### config.mk
export PLATFORM = sky130hd
export DESIGN_NAME = ysyx_23060111_mem_arbiter
export DESIGN_NICKNAME = d
export VERILOG_FILES = /design/src/rtl/ysyx_23060111_pkg.sv /design/src/rtl/ysyx_23060111_rr_pick2.sv /design/src/rtl/ysyx_23060111_mem_arbiter.sv
export SDC_FILE = /design/constraint.sdc
export NUM_CORES = 1
export LEC_CHECK = 0
export ABC_AREA = 1
export CAP_MARGIN = 10
export CORE_ASPECT_RATIO = 1.25
export CORE_MARGIN = 1
export CORE_UTILIZATION = 33
export CTS_CLUSTER_SIZE = 28
export DETAILED_ROUTE_END_ITERATION = 8
export PLACE_DENSITY = 0.76
export SYNTH_ARGS = -nofsm -noshare
export SYNTH_HDL_FRONTEND = slang
export SYNTH_SLANG_ARGS = --single-unit
export TNS_END_PERCENT = 100
### constraint.sdc
create_clock -name clk -period 1.4 [get_ports clk]
set_clock_uncertainty 0.1 [all_clocks]
set_input_delay 0.28 -clock clk [delete_from_list [all_inputs] [get_ports clk]]
set_output_delay 0.28 -clock clk [all_outputs]
set_load 0.02 [all_outputs]
### src/rtl/ysyx_23060111_pkg.sv
// Shared types and constants for the NPC memory arbiter slice.
// Owner encoding doubles as the round-robin history bit.
package ysyx_23060111_pkg;

    typedef enum logic [1:0] {
        IDLE = 2'd0,
        REQ  = 2'd1,
        RSP  = 2'd2
    } state_e;

    localparam logic OWNER_IFU = 1'b0;
    localparam logic OWNER_LSU = 1'b1;

    localparam logic [2:0] SZ_B = 3'd1;
    localparam logic [2:0] SZ_H = 3'd2;
    localparam logic [2:0] SZ_W = 3'd4;

    // On a tie the requester that did not win last time goes next.
    function automatic logic rr_tie_winner(input logic last_grant);
        return ~last_grant;
    endfunction

endpackage

### src/rtl/ysyx_23060111_rr_pick2.sv
// Combinational two-way round-robin select between IFU and LSU.
module ysyx_23060111_rr_pick2
    import ysyx_23060111_pkg::*;
(
    input  logic ifu_valid,
    input  logic lsu_valid,
    input  logic last_grant,
    output logic grant_valid,
    output logic grant_owner
);

    always_comb begin
        grant_valid = ifu_valid | lsu_valid;
        grant_owner = OWNER_IFU;
        if (ifu_valid && lsu_valid) begin
            grant_owner = rr_tie_winner(last_grant);
        end else if (lsu_valid) begin
            grant_owner = OWNER_LSU;
        end
    end

endmodule

### src/rtl/ysyx_23060111_mem_arbiter.sv
// Shares one data-memory port between IFU (read-only) and LSU, one transaction
// at a time, with a round-robin grant and a response watchdog.
module ysyx_23060111_mem_arbiter
    import ysyx_23060111_pkg::*;
#(
    parameter int ADDR_W  = 32,
    parameter int DATA_W  = 32,
    parameter int TIMEOUT = 255
) (
    input  logic              clk,
    input  logic              rst_n,

    input  logic              ifu_req_valid,
    input  logic [ADDR_W-1:0] ifu_req_addr,
    output logic              ifu_req_ready,
    output logic              ifu_rsp_valid,

    input  logic              lsu_req_valid,
    input  logic              lsu_req_wen,
    input  logic [ADDR_W-1:0] lsu_req_addr,
    input  logic [DATA_W-1:0] lsu_req_wdata,
    input  logic [2:0]        lsu_req_size,
    output logic              lsu_req_ready,
    output logic              lsu_rsp_valid,

    output logic [DATA_W-1:0] rsp_data,
    output logic              rsp_err,

    output logic              mem_req_valid,
    input  logic              mem_req_ready,
    output logic              mem_req_wen,
    output logic [ADDR_W-1:0] mem_req_addr,
    output logic [DATA_W-1:0] mem_req_wdata,
    output logic [2:0]        mem_req_size,
    input  logic              mem_rsp_valid,
    input  logic [DATA_W-1:0] mem_rsp_data
);

    localparam int              CNT_W    = $clog2(TIMEOUT + 1);
    localparam logic [CNT_W-1:0] CNT_LAST = CNT_W'(TIMEOUT - 1);

    state_e              state_q, state_d;
    logic                owner_q, owner_d;
    logic                last_grant_q, last_grant_d;
    logic [CNT_W-1:0]    cnt_q, cnt_d;
    logic                wen_q, wen_d;
    logic [ADDR_W-1:0]   addr_q, addr_d;
    logic [DATA_W-1:0]   wdata_q, wdata_d;
    logic [2:0]          size_q, size_d;

    logic                grant_valid;
    logic                grant_owner;
    logic                rsp_fire;

    ysyx_23060111_rr_pick2 u_pick (
        .ifu_valid   (ifu_req_valid),
        .lsu_valid   (lsu_req_valid),
        .last_grant  (last_grant_q),
        .grant_valid (grant_valid),
        .grant_owner (grant_owner)
    );

    always_comb begin
        state_d      = state_q;
        owner_d      = owner_q;
        last_grant_d = last_grant_q;
        cnt_d        = cnt_q;
        wen_d        = wen_q;
        addr_d       = addr_q;
        wdata_d      = wdata_q;
        size_d       = size_q;
        ifu_req_ready = 1'b0;
        lsu_req_ready = 1'b0;
        rsp_fire      = 1'b0;
        rsp_data      = '0;
        rsp_err       = 1'b0;

        case (state_q)
            IDLE: begin
                // The grant is combinational, so hold it off while reset is
                // asserted to keep every output low during reset.
                if (grant_valid && rst_n) begin
                    ifu_req_ready = (grant_owner == OWNER_IFU);
                    lsu_req_ready = (grant_owner == OWNER_LSU);
                    owner_d       = grant_owner;
                    last_grant_d  = grant_owner;
                    state_d       = REQ;
                    if (grant_owner == OWNER_IFU) begin
                        wen_d   = 1'b0;
                        addr_d  = ifu_req_addr;
                        wdata_d = '0;
                        size_d  = SZ_W;
                    end else begin
                        wen_d   = lsu_req_wen;
                        addr_d  = lsu_req_addr;
                        wdata_d = lsu_req_wdata;
                        size_d  = lsu_req_size;
                    end
                end
            end
            REQ: begin
                if (mem_req_ready) begin
                    state_d = RSP;
                    cnt_d   = '0;
                end
            end
            RSP: begin
                if (mem_rsp_valid) begin
                    rsp_fire = 1'b1;
                    rsp_data = mem_rsp_data;
                    state_d  = IDLE;
                end else if (cnt_q == CNT_LAST) begin
                    rsp_fire = 1'b1;
                    rsp_err  = 1'b1;
                    state_d  = IDLE;
                end else begin
                    cnt_d = cnt_q + CNT_W'(1);
                end
            end
            default: state_d = IDLE;
        endcase
    end

    assign ifu_rsp_valid = rsp_fire && (owner_q == OWNER_IFU);
    assign lsu_rsp_valid = rsp_fire && (owner_q == OWNER_LSU);

    assign mem_req_valid = (state_q == REQ);
    assign mem_req_wen   = wen_q;
    assign mem_req_addr  = addr_q;
    assign mem_req_wdata = wdata_q;
    assign mem_req_size  = size_q;

    always_ff @(posedge clk or negedge rst_n) begin
        if (!rst_n) begin
            state_q      <= IDLE;
            owner_q      <= OWNER_IFU;
            last_grant_q <= OWNER_LSU;
            cnt_q        <= '0;
            wen_q        <= 1'b0;
            addr_q       <= '0;
            wdata_q      <= '0;
            size_q       <= '0;
        end else begin
            state_q      <= state_d;
            owner_q      <= owner_d;
            last_grant_q <= last_grant_d;
            cnt_q        <= cnt_d;
            wen_q        <= wen_d;
            addr_q       <= addr_d;
            wdata_q      <= wdata_d;
            size_q       <= size_d;
        end
    end

endmodule

# After elaboration in Yosys (flattened, before gate mapping)
# Cells that the tools add are included.
# op_classes
addsub	1
mul	0
div	0
order_cmp	0
n_eq_ne	8
shifts	0
mux	26
bitwise_logic	4
n_reduce_logical	9
# ops
operator	n
$mux W32	4
$mux W8	3
$pmux W8 S2	1
$mux W1	12
$add A8 B1 Y8 const B	1
$eq A8 B8 Y1 const B	1
$mux W2	4
$ne A2 B2 Y1 const B	3
$pmux W2 S3	1
$logic_and A1 B1 Y1	4
$reduce_and A4 Y1	1
$mux W3	1
$ne A3 B3 Y1 const B	1
$not A1 Y1	3
$reduce_and A3 Y1	1
$eq A2 B1 Y1 const B	1
$eq A2 B2 Y1 const B	1
$logic_not A2 Y1	1
$ne A2 B1 Y1 const B	1
$reduce_and A2 Y1	1
$reduce_bool A2 Y1	1
$or A1 B1 Y1	1
# word_totals
regBits	80
latchBits	0
ram_bits	0
romBits	0
input_bits	138
output_inout_bits	106
wordCells	56
memories	0

# Depth between registers and ports, before layout
# Gate-level depths: netlist of run 1.
# logic_depth
ltp_word	5
mapped_depth	9

# Cells and area by module
# Synthesis of run 1 repeated with hierarchy kept, for this count alone.
# hier_totals
hier_cells	489
hier_area_um2	3707.3
# by_module_without_submodules
mod	n_inst	cells_per_inst	area_per_inst_um2
ysyx_23060111_mem_arbiter	1	486	3692.3
ysyx_23060111_rr_pick2	1	3	15.0

# Worst setup path before layout of run 1
# OpenSTA, ideal clock, no wires.
# synth_timing
path_kind	reg-to-output
startpoint	register cnt_q[0]
endpoint	output ifu_rsp_valid
arrival_ns	1.324
required_ns	1.020
slack_ns	-0.304
path_stages_with_launch	8
path_buffers	0
cell_sequence	dfrtp_1 inv_1 ha_1 nand2_1 nor2_1 nand3_1 and2_1 nor2_1
# synth_between
elab_chain_cells	5
# synth_rtl
item	line	text
from (decl)	ysyx_23060111_mem_arbiter.sv:45	logic [CNT_W-1:0] cnt_q, cnt_d;
from (signal assigned)	ysyx_23060111_mem_arbiter.sv:147	cnt_q <= cnt_d;
$eq A8 B8 Y1	ysyx_23060111_mem_arbiter.sv:112	end else if (cnt_q == CNT_LAST) begin
$mux W1	ysyx_23060111_mem_arbiter.sv:112	
$mux W1	ysyx_23060111_mem_arbiter.sv:108	if (mem_rsp_valid) begin
$mux W1	ysyx_23060111_mem_arbiter.sv:78	case (state_q)
$logic_and A1 B1 Y1	ysyx_23060111_mem_arbiter.sv:124	assign ifu_rsp_valid = rsp_fire && (owner_q == OWNER_IFU);
to (decl)	ysyx_23060111_mem_arbiter.sv:16	output logic ifu_rsp_valid,
# No other way between the ends.

# Final worst setup path of run 1
# layout_timing
startpoint	register state_q[1]
endpoint	output rsp_data[10]
# layout_between
elab_chain_cells	2
# layout_rtl
item	line	text
from (decl)	ysyx_23060111_mem_arbiter.sv:42	state_e state_q, state_d;
from (signal assigned)	ysyx_23060111_mem_arbiter.sv:144	state_q <= state_d;
$eq A2 B2 Y1	ysyx_23060111_mem_arbiter.sv:78	
$mux W32	ysyx_23060111_mem_arbiter.sv:78	
to (decl)	ysyx_23060111_mem_arbiter.sv:26	output logic [DATA_W-1:0] rsp_data,
# No other way between the ends.

==> summary.md, run 1 <==
| Metric | Value |
|---|---|
| Most common cell in the netlist | nand2_1 |
| Metal-1 WL | 6014 um |
| RePlAce Congestion | 0.8682 |
| Instance count of the mapped netlist | 491 |
| Routed wire per std cell | around 19 um |
| Clock Latency Late Sink | roughly 0.33 ns |
| Final hold vios | 27 |
| Worst EP required | 1.02 ns |
| DRC | 0 |
| PortBufs | around 240 |
| Reg2Reg Depth | 13 |
| Fin. max-slew vios | 0 |
| HPWL after detailed placement | 10110 um |
| Routed Wire Length | 17800 um |
| Synthesized flop and latch total | 80 |
| Final WS setup | -0.6050 ns |
| DP Area | 6754 um^2 |
| Max-cap viol count | 0 |
| First-pass GRT wire length | roughly 28000 um |
| Endpoints failing setup | 117 |
| Sw Pwr | a little under 6000 uW |
| Synth Flop Type | dfrtp_1 |
| Violated checks | hold timing, setup timing |
| CTS Buf Count | 9 |
| Core Box Area | 10770 um^2 |
| Yosys warning count | 0 |
| CTS tree | done |
| Detail Route Antenna Nets | 0 |
| Via-per-instance ratio | a little over 5 |
| Status | complete, but fails checks |
| Final min period | 2.005 ns |
| Number of synthesized flops with an enable pin | 0 |
| Nets | between 900 and 1000 |
| Ant. Diodes | 0 |
| Worst-path clk slew | 0.07 ns |
| Final Cell Area | about 8400 um^2 |
| P&R area growth vs syn | 125.0% |
| Switching Fraction | 41.56% |
| Pwr Density | 1682 nW/um^2 |
| Row count | 42 |
| RSZ-0062 raised after global routing | yes |
| Post-synthesis average cell area | between 7 and 8 um^2 |
| CTS H-tree lvls | 3 |
| Int Power | 8217 uW |
| R2R Path End | mem_req_wdata[30] |
| CTS max path bufs | 2 |
| Die width | ~97 um |
| Slew @ Worst Pin | 0.6700 ns |
| Kind of critical path | reg2out |
| Clk network pwr share | 16.5% |
| Layout cells sized above 1 | a little under half |
| Combinational power share | 54.8% |
| Chip height | 120.6 um |
| Launching element type of the critical path | register |
| LEAKAGE | 0.004054 uW |
| Synth top area share | 53.20% |
| Fillers | 723 |
| Overflow after GRT | 0 |
| Synth cell count leaders | nand2_1, dfrtp_1, nor2_1 |
| Ports | 244 |
| Met2 routed WL | a little under 10000 um |
| Clk sinks | 80 |
| CP max FO | 5 |
| Rel. slew slack | 55.33% |
| Initial antenna violation count | 0 |
| Peak Freq | 498.8 MHz |
| Sequential area share after synthesis | roughly 54% |
| Maximum VDD drop | a little over 0.9 mV |
| All-Layer GR Usage | a little under a third |
| Synth unique cells | 23 |
| Arr. time, crit path | 1.62 ns |
| Worst setup EP type | primary output |
| Mapped cell area | 3716 um^2 |
| Setup TNS | -49.56 ns |
| Vias in the first global route | 5337 |
| WL met3 | 1257 um |
| R2r setup slk | -0.51 ns |
| Initial Util | 34.49% |
| Worst min-delay path class | in2async |
| Seq pwr share | 28.7% |
| Clk root buf | clkbuf_16 |
| Ranking of synthesized cells by area | dfrtp_1, nand2_1, nand3_1, nor2_1, buf_4 |
| Post-synth ARST share | 100.0% |
| 1st-iter DRT viols | 164 |
| Min Hold Slack | -0.1119 ns |
| Post-Syn Nets | 631 |
| Via count | ~4800 |
| Drt first pass iters | 6 |
| Die area | about 12000 um^2 |
| Final Cycle Share | 143.2% |
| Top sig layer | met4 |
| Largest area contributor in the netlist | dfrtp_1 |
| Largest net degree at the start of global routing | 53 |
| RR Startpoint | state_q[1] |
| Setup slack at placement | -0.9147 ns |
[logic make-up after synthesis]
| kind of cell | share of synthesized area (%) |
|---|---|
| adder cells (fa/ha/maj) | 0.6733 |
| XOR/XNOR | 0.4715 |
| AO/OA/AOI/OAI | 1.246 |
| flip-flops | 53.91 |
| AND/OR/NAND/NOR | 38.75 |
| buffers and inverters | 4.950 |
[critical path: stages (launching register included)]
cell,delay (ns)
dfrtp_1,0.38
buf_6,0.12
nand2_4,0.05
buf_8,0.13
buf_12,0.13
buf_16,0.14
buf_6,0.12
nor2_4,0.10
buf_6,0.12
[layout make-up]
type | count | area, um^2 | share of cell area, %
Tap cell | 132 | 165.2 | 1.975
Multi-Input combinational cell | 375 | 2371 | 28.36
Sequential cell | 80 | 2003 | 23.96
Timing Repair Buffer | 331 | 3483 | 41.66
Clock inverter | 5 | 57.56 | 0.6883
Inverter | 11 | 48.80 | 0.5836
Clock buffer | 11 | 232.7 | 2.783
[power groups by stage]
stage	clock network, uW	registers (uW)	logic, uW
final	2320	4040	7710
after global placement	0	3790	5990
after CTS	2370	4010	7790
after global routing	2480	4130	8130
after detailed placement	0	3820	6100
after floorplan	0	4850	1860
[state kept, by name (all words and copies together), names as in the netlist]
register and count:
mem_req_addr 32, state_q 2, cnt_q 8, mem_req_wen 1, owner_q 1, mem_req_size 3, last_grant_q 1, mem_req_wdata 32
[metal layers]
layer | global-route usage, % | vias to the layer above
li1 | - | 2150
met1 | 30.58 | 2292
met2 | 59.07 | 267
met3 | 10.64 | 64
met4 | 17.91 | 0
met5 | 0 | -
[cell usage in the layout (no fill, tap or decap), types with 28 or more instances in the layout]
cell             count
nor2_4              39
nand2_4             30
dfrtp_1             79
nand3_2             28
buf_2               50
nand2_2             53
clkdlybuf4s50_1    135
buf_6               54
nand2_1            187
buf_4               28
[what timing repair did]
item	CTS	global route
endpoints found under the hold margin	27	27
pin swaps	58	18
gates cloned	17	0
resized for setup	602	79
setup buffers	37	8
setup endpoints to repair	185	160
[through the flow]
step | cells | util (%) | total power [uW] | hold slack (ns)
floorplan | 491 | - | 6713 | -0.1156
global placement | 879 | 62.69 | 9776 | 0.2503
detailed placement | 879 | 62.69 | 9920 | 0.2568
CTS | 942 | 79.19 | 14170 | -0.1074
global route | 945 | 77.62 | 14750 | -0.1019
finish | 945 | 77.62 | 14060 | -0.1119
[worst max-delay path by stage]
stage / startpoint / endpoint / slack [ns] / cells after the start
2_1_floorplan: cnt_q[0] / ifu_rsp_valid / -0.17 / 7
3_3_place_gp: mem_rsp_valid / rsp_data[13] / -0.86 / 5
3_5_place_dp: mem_rsp_valid / rsp_data[2] / -0.91 / 5
4_1_cts: cnt_q[0] / ifu_rsp_valid / -0.63 / 8
5_1_grt: state_q[1] / rsp_data[10] / -0.65 / 8
6_report: state_q[1] / rsp_data[10] / -0.60 / 8
Note: power is estimated with default switching activity, not from simulation.
==> run 2, diff against run 1 <==
Settings changed: SETUP_SLACK_MARGIN from default to 0.05, SLEW_MARGIN from default to 20.
==> run 2 against run 1 <==
Effect of this change:
- the run still ends with hold timing, setup timing left
- highest routed layer unchanged
- hold slack better by 0.10 ns
- critical path depth stayed put
- core utilization decreased by 2.5 points
- critical endpoint is now ifu_rsp_valid
- first-iteration DRC count shrank 36%
==> summary.md, run 2 (same netlist as run 1, synthesis figures left out) <==
| Metric | Value |
|---|---|
| Chip height | 120.6 um (unchanged) |
| Pwr Density | 1614 nW/um^2 (-4.0%) |
| CTS max path bufs | 2 (unchanged) |
| Die area | 11690 um^2 (unchanged) |
| Final WS setup | -0.6042 ns (+0.0007470 ns) |
| Rel. slew slack | 50.02% (-5.3 points) |
| Most common cell after layout, fill and taps aside | nand2_1 |
| Reg2Reg Depth | 11 (-2) |
| Die width | 96.92 um (unchanged) |
| Combinational power share | 53.3% (-1.5 points) |
| PortBufs | 243 (unchanged) |
| Seq pwr share | 29.4% (+0.7 points) |
| Via count | 4599 (-3.6%) |
| Largest net degree at the start of global routing | 81 (+53%) |
| Overflow after GRT | 0 (unchanged) |
| Ant. Diodes | 0 (unchanged) |
| CTS H-tree lvls | 3 (unchanged) |
| Int Power | 7671 uW (-6.6%) |
| LEAKAGE | 0.004208 uW (+3.8%) |
| Initial antenna violation count | 0 (unchanged) |
| Drt first pass iters | 7 (+1) |
| Row count | 42 (unchanged) |
| Slew @ Worst Pin | 0.7497 ns (+0.07970 ns) |
| Clk root buf | clkbuf_16 |
| Slowest CP cell | dfrtp_1 |
| Worst-path clk slew | 0.06 ns (about the same) |
| Final Cell Area | 8089 um^2 (-3.3%) |
| 1st-iter DRT viols | 105 (-36%) |
| RePlAce Congestion | 0.8239 (-5.1%) |
| Buf/Inv on CP | 2 (-4) |
| P&R area growth vs syn | 117.7% |
| Endpoints failing setup | 115 (-1.7%) |
| Via-per-instance ratio | 4.929 (-2.4%) |
| Final min period | 2.004 ns (-0.0007470 ns) |
| Clock Latency Late Sink | 0.33 ns (about the same) |
| Vias in the first global route | 4889 (-8.4%) |
| Layout cells sized above 1 | 45.44% (-0.81 points) |
| Critical path's largest stage delay | 0.38 ns (about the same) |
| Arr. time, crit path | 1.62 ns (about the same) |
| Final Cycle Share | 143.2% (about the same) |
| Peak Freq | 499.0 MHz (about the same) |
| Detail Route Antenna Nets | 0 (unchanged) |
| Critical path's top delay family | simple AND/OR/NAND/NOR gates |
| Kind of critical path | reg2out |
| Min Hold Slack | -0.006962 ns (+0.1049 ns) |
| Fillers | 733 (+1.4%) |
| All-Layer GR Usage | 25.97% (-5.8 points) |
| CP max FO | 2 (-3) |
| Ports | 244 (unchanged) |
| Clk sinks | 80 (unchanged) |
| Clk network pwr share | 17.3% (+0.8 points) |
| DP Area | 6716 um^2 (-0.56%) |
| Final hold vios | 15 (-44%) |
| RSZ-0062 raised after global routing | yes |
| CTS Buf Count | 9 (unchanged) |
| Fin. max-slew vios | 0 (unchanged) |
| Max-cap viol count | 0 (unchanged) |
| Status | complete, but fails checks |
| CTS tree | done |
| Nets | 936 (-1.3%) |
| Routed Wire Length | 16290 um (-8.5%) |
| First-pass GRT wire length | 23610 um (-16%) |
| Setup TNS | -36.43 ns (+13.13 ns) |
| Cell chain of the critical path | inv_2 > ha_4 > nand2_4 > nor2_4 > nand3_2 > and2_4 > nor2_4 > buf_6 |
| Most frequent cells in the layout | nand2_1, clkdlybuf4s50_1, dfrtp_1 |
| Switching Fraction | 41.25% (-0.31 points) |
| Launching element type of the critical path | register |
| Most frequent cell on the critical path | nor2_4 |
| Routed wire per std cell | 17.46 um (-7.3%) |
| Worst setup EP type | primary output |
| Sw Pwr | 5386 uW (-7.8%) |
| HPWL after detailed placement | 9569 um (-5.4%) |
| Core Box Area | 10770 um^2 (unchanged) |
| R2R Path End | mem_req_addr[21] |
| Maximum VDD drop | 0.9503 mV (+2.9%) |
| R2r setup slk | -0.35 ns (+0.16 ns) |
| DRC | 0 (unchanged) |
| Worst min-delay path class | in2async |
| Violated checks | hold timing, setup timing |
| Worst EP required | 1.02 ns (about the same) |
| Initial Util | 34.49% (unchanged) |
| WP depth | 8 (unchanged) |
| RR Startpoint | state_q[1] |
run 2: timing repair:
action / CTS / global route
buffers inserted: 27 / 16
resized for setup: 592 / 163
endpoints found under the setup margin: 185 / 128
hold buffers: 0 / 0
pin swaps: 17 / 33
gates cloned: 13 / 2
run 2: power by group through the flow:
stage	clock network, uW	logic, uW	registers, uW
6_report	2260	6970	3830
5_1_grt	2410	7390	3930
4_1_cts	2290	6430	3810
3_5_place_dp	0	6030	3830
3_3_place_gp	0	5930	3800
2_1_floorplan	0	1930	4850
run 2: layout make-up:
type,instances,area [um^2],area share [%]
Clock inverter,4,45.04,0.5568
Inverter,11,46.29,0.5723
Clock buffer,12,236.5,2.923
Multi-Input combinational cell,376,2447,30.26
Timing Repair Buffer,318,3144,38.87
Sequential cell,80,2004,24.78
Tap cell,132,165.2,2.042
run 2: how the worst max path moves through the flow:
stage | start | to | slack (ns)
floorplan | cnt_q[0] | ifu_rsp_valid | -0.17
global placement | mem_rsp_valid | rsp_data[14] | -0.84
detailed placement | mem_rsp_valid | rsp_data[15] | -0.88
CTS | cnt_q[0] | ifu_rsp_valid | -0.61
global route | cnt_q[4] | ifu_rsp_valid | -0.67
finish | cnt_q[0] | ifu_rsp_valid | -0.60
run 2: per-layer routing:
metal	share of wire, %	global-route usage (%)	vias up	wire (um)
li1	-	-	2118	-
met1	34	25.87	2207	5562
met2	53	48.46	236	8694
met3	8.4	8.555	38	1373
met4	4.1	12.03	0	662
met5	0	0	-	0
run 2: worst reg2reg max path, delay by kind of cell, from the launching register on:
kind                   cells  cell delay [ns]
AND/OR/NAND/NOR            6             0.53
flip-flops                 1             0.44
buffers and inverters      5             0.61
run 2: through the flow:
| stage | instances | setup WS, ns | util [%] | power [uW] |
|---|---|---|---|---|
| finish | 933 | -0.6042 | 75.09 | 13060 |
| global route | 933 | -0.6727 | 75.09 | 13720 |
| CTS | 930 | -0.6061 | 71.34 | 12520 |
| detailed placement | 875 | -0.8808 | 62.35 | 9864 |
| global placement | 875 | -0.8411 | 62.35 | 9731 |
| floorplan | 491 | -0.1722 | - | 6775 |
==> run 3, diff against run 2 <==
Settings changed: CORE_MARGIN 1 to 4, CORE_UTILIZATION 33 to 34, PLACE_DENSITY 0.76 to 0.75.
Clock period 1.4 ns to 2.3 ns, I/O delays scaled along.
==> run 3 against run 2 <==
Effect of this change:
- the flow now finishes without violations
- critical path depth unchanged
- design area fell by 18%
- count of clock-buffer cells in the layout fell by 3
- register-to-register slack better by 0.78 ns
- sequential power decreased by 40%
- core utilization fell by 13 points
- first-iteration DRC count grew 36%
- global-route usage down 6.1 points
- clock power decreased by 39%
- non-clock buffer count fell by 48
- wire length fell by 20%
- critical path type unchanged
- largest power group unchanged
==> summary.md, run 3 (same netlist as run 1, synthesis figures left out) <==
| Metric | Value |
|---|---|
| Status | finished, final reports clean |
| Fin. max-slew vios | 0 (unchanged) |
| Peak Freq | 447.8 MHz |
| Pwr Density | 1072 nW/um^2 (-34%) |
| LEAKAGE | 0.003204 uW (-24%) |
| Final hold vios | 0 (-15) |
| RSZ-0062 raised after global routing | yes |
| CP max FO | 3 (+1) |
| Clock Latency Late Sink | 0.33 ns (about the same) |
| Max-cap viol count | 0 (unchanged) |
| Worst-path clk slew | 0.06 ns (about the same) |
| Worst EP required | 1.74 ns (+0.72 ns) |
| DRC | 0 (unchanged) |
| HPWL after detailed placement | 9995 um (+4.4%) |
| Initial antenna violation count | 0 (unchanged) |
| Placed Instances | 863 (-1.4%) |
| Setup TNS | 0 ns (+36.43 ns) |
| Final Non-Filler Cells | 884 (-5.3%) |
| Initial Util | 35.01% (+0.51 points) |
| Worst min-delay path class | in2async |
| Drt first pass iters | 4 (-3) |
| Clk sinks | 80 (unchanged) |
| Via-per-instance ratio | 4.666 (-5.3%) |
| Fillers | 911 (+24%) |
| Routed Wire Length | 13050 um (-20%) |
| Most frequent cells in the layout | nand2_1, clkdlybuf4s50_1, dfrtp_1 |
| Clk root buf | clkbuf_16 |
| Overflow after GRT | 0 (unchanged) |
| Chip height | 124.9 um (+3.5%) |
| Via count | 4125 (-10%) |
| Rel. slew slack | 55.43% (+5.4 points) |
| All-Layer GR Usage | 19.91% (-6.1 points) |
| Worst setup EP type | primary output |
| Die width | 101.5 um (+4.7%) |
| Detail Route Antenna Nets | 0 (unchanged) |
| CTS tree | done |
| CTS H-tree lvls | 3 (unchanged) |
| Kind of critical path | reg2out |
| Final WS setup | 0.06678 ns (+0.6710 ns) |
| CTS max path bufs | 2 (unchanged) |
| First-pass GRT wire length | 20130 um (-15%) |
| Slew @ Worst Pin | 0.6686 ns (-0.08116 ns) |
| Final Cycle Share | 97.10% |
| CTS Buf Count | 9 (unchanged) |
| Layout cells sized above 1 | 11.30% (-34 points) |
| Endpoints failing setup | 0 (-100%) |
| RePlAce Congestion | 0.8037 (-2.5%) |
| Fin util | 62.35% (-13 points) |
| 1st-iter DRT viols | 143 (+36%) |
| Most common cell after layout, fill and taps aside | nand2_1 |
| PortBufs | 243 (unchanged) |
| Post-CTS Hold Fix Bufs | 0 (unchanged) |
| Setup slack at placement | -0.3743 ns (+0.5066 ns) |
| Largest net degree at the start of global routing | 70 (-14%) |
| Arr. time, crit path | 1.67 ns (+0.05 ns) |
| Final min period | 2.233 ns |
| Core Box Area | 10620 um^2 (-1.5%) |
| Ant. Diodes | 0 (unchanged) |
| Min Hold Slack | 0.06115 ns (+0.06812 ns) |
| Launching element type of the critical path | register |
| Nets | 887 (-5.2%) |
| Maximum VDD drop | 0.7492 mV (-21%) |
| Routed wire per std cell | 14.76 um (-15%) |
| Ports | 244 (unchanged) |
| Die area | 12680 um^2 (+8.4%) |
| Row count | 42 (unchanged) |
| P&R area growth vs syn | 78.11% |
| Vias in the first global route | 4158 (-15%) |
==> run 3: path summary, 6_finish.rpt <==
kind                            slack [ns]                end              start  cells past startpoint
worst max register to register        0.43   mem_req_addr[31]         state_q[1]                     11
worst min register to register        0.38  mem_req_wdata[10]  mem_req_wdata[10]                      2
worst min-delay path                  0.06    mem_req_addr[9]              rst_n                      2
max in group asynchronous             1.04  mem_req_wdata[17]              rst_n                      3
min in group clk                      0.38  mem_req_wdata[10]  mem_req_wdata[10]                      2
worst max-delay path                  0.07      lsu_rsp_valid           cnt_q[0]                      8
==> run 3: layout make-up <==
class | count | area, um^2 | area share, %
Multi-Input combinational cell | 375 | 1562 | 23.59
Clock inverter | 7 | 63.81 | 0.9641
Sequential cell | 80 | 2003 | 30.26
Inverter | 11 | 41.29 | 0.6238
Timing Repair Buffer | 270 | 2559 | 38.66
Clock buffer | 9 | 225.2 | 3.403
Tap cell | 132 | 165.2 | 2.495
==> run 3: repair_timing <==
item / CTS / global route
pin swaps: 1 / 4
setup endpoints to repair: 37 / 16
gates resized for setup: 98 / 22
buffers inserted: 1 / 4
==> run 3: layer usage <==
metal	track usage (%)	wire length, um	vias up
li1	-	-	2012
met1	21.79	4960	1916
met2	36.06	6672	179
met3	6.162	1173	18
met4	5.869	239	0
met5	0	0	-
==> run 3: worst max-delay path, cell delays in order, from the launching register on <==
cell,delay [ns]
dfrtp_1,0.39
inv_2,0.06
ha_2,0.17
nand2_2,0.06
nor2_4,0.12
nand3_2,0.11
and2_4,0.20
nor2_2,0.08
buf_4,0.15
==> run 3: per-stage QoR <==
step                      power [uW]  instance area, um^2
after floorplan                 3907                 3716
after global placement          5711                 6366
after detailed placement        5782                 6366
after CTS                       7152                 6619
after global routing            7517                 6619
final                           7097                 6619
==> run 3: report_power, final <==
| group | leakage (uW) | internal [uW] | switching [uW] |
|---|---|---|---|
| clock network | 0.000136 | 754 | 613 |
| registers | 0.00103 | 1980 | 317 |
| logic | 0.00204 | 1600 | 1830 |
